===== config.mk =====
export PLATFORM = sky130hd
export DESIGN_NAME = operand_sel_pipe
export DESIGN_NICKNAME = d
export VERILOG_FILES = /design/src/rtl/operand_sel_pipe.sv
export SDC_FILE = /design/constraint.sdc
export NUM_CORES = 1
export LEC_CHECK = 0
export ABC_AREA = 1
export CAP_MARGIN = 0
export CORE_AREA = 4 4 80 52
export DETAILED_ROUTE_END_ITERATION = 10
export DIE_AREA = 0 0 84 56
export GPL_TIMING_DRIVEN = 1
export PLACE_DENSITY = 0.82
export SLEW_MARGIN = 15
export SYNTH_ARGS = -nofsm -noshare
export SYNTH_HDL_FRONTEND = slang
export SYNTH_SLANG_ARGS = --single-unit

===== constraint.sdc =====
create_clock -name clk -period 1.1 [get_ports clk]
set_input_delay 0.22 -clock clk [delete_from_list [all_inputs] [get_ports clk]]
set_output_delay 0.22 -clock clk [all_outputs]
set_load 0.1 [all_outputs]

===== src/rtl/operand_sel_pipe.sv =====
// N-way operand selector with a registered 2-entry skid-buffer output stage.
// Optional sticky out-of-range select flag when OPSEL_ERR_EN is defined.
module operand_sel_pipe #(
    parameter int WIDTH  = 8,
    parameter int NUM_IN = 4,
    parameter int SEL_W  = 2
) (
    input  logic                    clk,
    input  logic                    rst,
    input  logic [NUM_IN*WIDTH-1:0] in_bus,
    input  logic [SEL_W-1:0]        sel,
    input  logic                    in_valid,
    output logic                    in_ready,
    output logic [WIDTH-1:0]        out_data,
    output logic                    out_valid,
    input  logic                    out_ready,
    output logic                    sel_err
);

    // state | meaning
    // EMPTY | nothing buffered
    // ONE   | main holds the head operand
    // TWO   | main holds the head, skid holds the next; input stalled
    typedef enum logic [1:0] {EMPTY, ONE, TWO} state_t;

    state_t           state_q;
    logic [WIDTH-1:0] main_q;
    logic [WIDTH-1:0] skid_q;
    logic             out_valid_q;
    logic             in_ready_q;
    logic [WIDTH-1:0] sel_val;
    logic             accept;
    logic             drain;

    // Out-of-range selects leave sel_val at zero.
    always_comb begin
        sel_val = '0;
        for (int k = 0; k < NUM_IN; k++) begin
            if (sel == SEL_W'(k)) begin
                sel_val = in_bus[k*WIDTH +: WIDTH];
            end
        end
    end

    assign accept = in_valid & in_ready_q;
    assign drain  = out_valid_q & out_ready;

    always_ff @(posedge clk) begin
        if (rst) begin
            state_q     <= EMPTY;
            main_q      <= '0;
            skid_q      <= '0;
            out_valid_q <= 1'b0;
            in_ready_q  <= 1'b1;
        end else begin
            case (state_q)
                EMPTY: begin
                    if (accept) begin
                        main_q      <= sel_val;
                        state_q     <= ONE;
                        out_valid_q <= 1'b1;
                    end
                end
                ONE: begin
                    if (accept && drain) begin
                        main_q <= sel_val;
                    end else if (accept) begin
                        skid_q     <= sel_val;
                        state_q    <= TWO;
                        in_ready_q <= 1'b0;
                    end else if (drain) begin
                        state_q     <= EMPTY;
                        out_valid_q <= 1'b0;
                    end
                end
                TWO: begin
                    if (drain) begin
                        main_q     <= skid_q;
                        state_q    <= ONE;
                        in_ready_q <= 1'b1;
                    end
                end
                default: begin
                    state_q     <= EMPTY;
                    out_valid_q <= 1'b0;
                    in_ready_q  <= 1'b1;
                end
            endcase
        end
    end

    assign out_data  = main_q;
    assign out_valid = out_valid_q;
    assign in_ready  = in_ready_q;

`ifdef OPSEL_ERR_EN
    logic sel_oor;
    logic sel_err_q;
    logic sel_err_d;

    assign sel_oor   = ({1'b0, sel} >= (SEL_W+1)'(NUM_IN));
    assign sel_err_d = sel_err_q | (accept & sel_oor);

    always_ff @(posedge clk) begin
        if (rst) begin
            sel_err_q <= 1'b0;
        end else begin
            sel_err_q <= sel_err_d;
        end
    end

    assign sel_err = sel_err_q;
`else
    assign sel_err = 1'b0;
`endif

endmodule

==> run summary <==
The critical path endpoint is skid_q[7]$_SDFFE_PP0P_. The count of buffers inserted at the top-level ports came out at 47. In this run the power spent charging and discharging nets is 1.57 mW.

The arrival time of the worst setup path came out at 1.32 ns. The filler cell count came out at 284. The final count of hold timing violations came out at 0. The share of total power dissipated in the clock network is 0.163.

The clock-pin transition on the worst setup and hold timing paths is 0.08 ns. Dividing the final minimum period by the clock period gives 1.06. Sorting the synthesized cells by area gives the leading types as dfxtp_1, nand3_1, nand2_1. The area fraction in compound gates after synthesis came out at 0.176. The ratio of routed vias to standard cells came out at 4.88. The via count of the first global-routing pass came to 1,440. Setup repair after global routing could not meet its margin everywhere. The final-layout worst hold slack came out at 0.521 ns.

For this design the top-level I/O count stands at 49. The placement row count is 17. The cell-internal power came out at 1.99 mW. The post-route standard cell area excluding fillers is 2240 um2.

The share of synthesized area in the top cell type comes to 0.311. The maximum vdd ir drop is 0.753 mV. The number of standard cells after synthesis came out at 194. The number of max-slew violations in the final report came out at 0. The global-route wire length before repair is 6.56 mm. The checks that failed: negative setup slack. The share of post-route cells with drive strength above 1 came out at 0.385. The distinct cell type count of the synthesized netlist came out at 23. For the worst setup path, the data required time is 1.25 ns.

The setup skew after layout came out at 0.00487 ns. The maximum count of clock buffers along a single path is 2. The number of enable-type register cells in the synthesized netlist came out at 0. The switching share of power is 0.442. The area inside the core boundary is 3490 um2. Detailed placement finished with a half-perimeter wire length of 2.93 mm. The total of endpoints with negative setup slack in the final report is 17. For this block, the initial DRC count from the detailed router was 148. Of the post-synthesis cell area, the part taken by muxes is 0. The die covers 4700 um2. The clock latency reported for the late side of the worst-skew pair came out at 0.26 ns. In the routed design, unresolved DRC markers number 0. After detailed routing, the average wire length per cell comes to 12.6 um.

The setup check on the worst reg-to-reg path leaves a slack of -0.06 ns. TritonCTS built the clock tree. Before antenna repair, the detailed router went through 4 iterations. Entering global routing, the biggest net connects 19 pins. The area growth from synthesis to layout is 73.9%. The post-synthesis cell area is 1290 um2. The run finished, with violations left. The relative contribution of sequential cells to total power came out at 0.283. The setup path with the least slack is of type flop to flop. The fraction of synthesized cell area in xor and xnor cells is 0. The maximum clock frequency came out at 0.861 GHz.

The number of CTS-inserted buffers is 3. The number of nets handed over by synthesis was 232. The overflow left after global routing is 0. Clock tree synthesis selected as its root buffer the cell clkbuf_8.

The overall track demand over capacity in global routing came out at 0.167. The worst setup slack after layout is -0.0614 ns. The antenna diode count is 0. The synthesized design spends more area on one cell type than any other, namely dfxtp_1. Overall power consumption after layout is estimated at 3.56 mW. The total vias in the final route came out at 1,498. By area, the combinational part of the netlist is dominated by simple AND/OR/NAND/NOR gates. The max-capacitance violation count came out at 0. For this design the static power due to leakage is 0.960 nW. The worst hold path belongs to the class flop to flop. The final weighted congestion in routability-driven placement came out at 0.867.

The source of the critical timing path is state_q[1]$_SDFFE_PP0P_. In this run the remaining antenna-violating nets after routing total 0. The net count of the finished layout is 299. The startpoint of the worst register-to-register path is state_q[1]$_SDFFE_PP0P_. The maximum fanout count along the critical path came out at 9.

The synthesized-area fraction occupied by and/or/nand/nor cells is 0.401. The number of cells traversed by the worst register-to-register path came out at 6. The number of warnings printed during yosys synthesis is 0.

In this run the critical register-to-register path is captured at skid_q[7]$_SDFFE_PP0P_. Yosys instantiated no cell more often than nand2_1. In the synthesized netlist the dominant register cell turns out to be dfxtp_1.

The die is 56 um tall. By count the netlist is led by nand2_1, nand3_1, inv_1. The number of antenna violations at the first check in global routing came out at 0. Power spread over the standard cell area amounts to 1590 nW/um2.

The placed instances occupy a cell area of 2050 um2. Once layout is complete, the utilization of the core stands at 0.641. The worst setup path is captured at a flop.

The TritonCTS sink count came out at 20. The flop and latch count out of synthesis came out at 20. The minimum period implied by the final worst setup slack is 1.16 ns. The H-tree depth reported by CTS came out at 1. The effective utilization at floorplan came out at 0.369. The combinational group share of total power came out at 0.555. The proportion of synthesized flip-flops having asynchronous set or reset came out at 0. The mean instance size in the synthesized netlist is 6.63 um2. After detailed routing, the total wire length is 3.85 mm. The worst setup path is launched from a flop. The die is 84 um wide. The share of the yosys chip area belonging to registers came out at 0.311.

The arithmetic-cell share of the synthesized area counting full adders, half adders and majority gates came out at 0.
[cell usage in the layout, fill, tap and decap left out, drive strengths merged]
cell type | synthesis | layout
clkdlybuf4s50 | 0 | 33
or2 | 8 | 8
conb | 1 | 1
a21oi | 18 | 18
a31oi | 1 | 1
inv | 24 | 24
o211a | 1 | 1
clkbuf | 3 | 4
nand3 | 32 | 32
buf | 4 | 31
dlygate4sd2 | 0 | 4
nand2 | 36 | 37
dfxtp | 20 | 20
o21ai | 18 | 18
nor2 | 28 | 28
[per-stage QoR]
step	std cells	setup TNS (ns)	setup slack, ns
2_1_floorplan	194	-1.81	-0.122
3_3_place_gp	298	-8.49	-0.502
3_5_place_dp	298	-8.90	-0.529
4_1_cts	307	-0.497	-0.0678
5_1_grt	307	-1.77	-0.156
6_report	307	-0.587	-0.0614
[flip-flops by register name, indices dropped and copies added, names as in the netlist]
name and cells:
in_ready 1, out_data 8, out_valid 1, skid_q 8, state_q 2
[layer usage]
| layer | vias to the layer above | wire (um) | track usage |
|---|---|---|---|
| met1 | 674 | 1910 | 0.245 |
| met2 | 58 | 1630 | 0.243 |
| met5 | - | 0 | 0 |
| met4 | 0 | 64 | 0.0596 |
| li1 | 760 | - | - |
| met3 | 6 | 245 | 0.0266 |
[power by group through the flow]
stage                     combinational [mW]  sequential, mW  clock [mW]
after floorplan                        0.635            1.53           0
after global placement                  1.81            1.01           0
after detailed placement                1.83            1.02           0
after CTS                               1.95            1.00       0.583
after global routing                    2.10            1.02       0.612
final                                   1.97            1.01       0.579
[worst min-delay path by stage]
| stage | from | to | slack (ns) | depth (start not counted) |
|---|---|---|---|---|
| floorplan | rst | state_q[1]$_SDFFE_PP0P_ | 0.29 | 1 |
| global placement | skid_q[0]$_SDFFE_PP0P_ | skid_q[0]$_SDFFE_PP0P_ | 0.50 | 2 |
| detailed placement | skid_q[7]$_SDFFE_PP0P_ | skid_q[7]$_SDFFE_PP0P_ | 0.51 | 2 |
| CTS | in_ready$_SDFFE_PP1P_ | in_ready$_SDFFE_PP1P_ | 0.53 | 2 |
| global route | skid_q[4]$_SDFFE_PP0P_ | skid_q[4]$_SDFFE_PP0P_ | 0.56 | 2 |
| finish | in_ready$_SDFFE_PP1P_ | in_ready$_SDFFE_PP1P_ | 0.52 | 2 |
[what timing repair did]
action | in CTS | in global routing
gates cloned | 2 | 0
endpoints found under the setup margin | 20 | 19
setup buffers | 3 | 0
hold buffers | 0 | 0
pin swaps | 8 | 4
gates resized for setup | 28 | 9
hold endpoints to repair | 0 | 0
[cells by family after synthesis]
group / count (synthesis)
AOI/OAI and AO/OA: 38
other: 1
DFF: 20
buffers and inverters: 31
and+or+nand+nor: 104
[layout make-up]
type | count | area [um2] | share of cell area
tap | 47 | 58.8 | 0.0263
sequential | 20 | 425 | 0.190
multi-input combinational | 144 | 853 | 0.381
clock buffer | 4 | 55.1 | 0.0246
timing repair buffer | 68 | 752 | 0.336
inverter | 24 | 92.6 | 0.0414
[critical path, cell delays in order, from the launching register on]
cell and delay [ns]:
dfxtp_4 0.36, inv_2 0.09, nand3_2 0.11, nor2_4 0.18
inv_4 0.09, a21oi_1 0.15, nor2_1 0.06
Power figures use the tool's default switching activity.
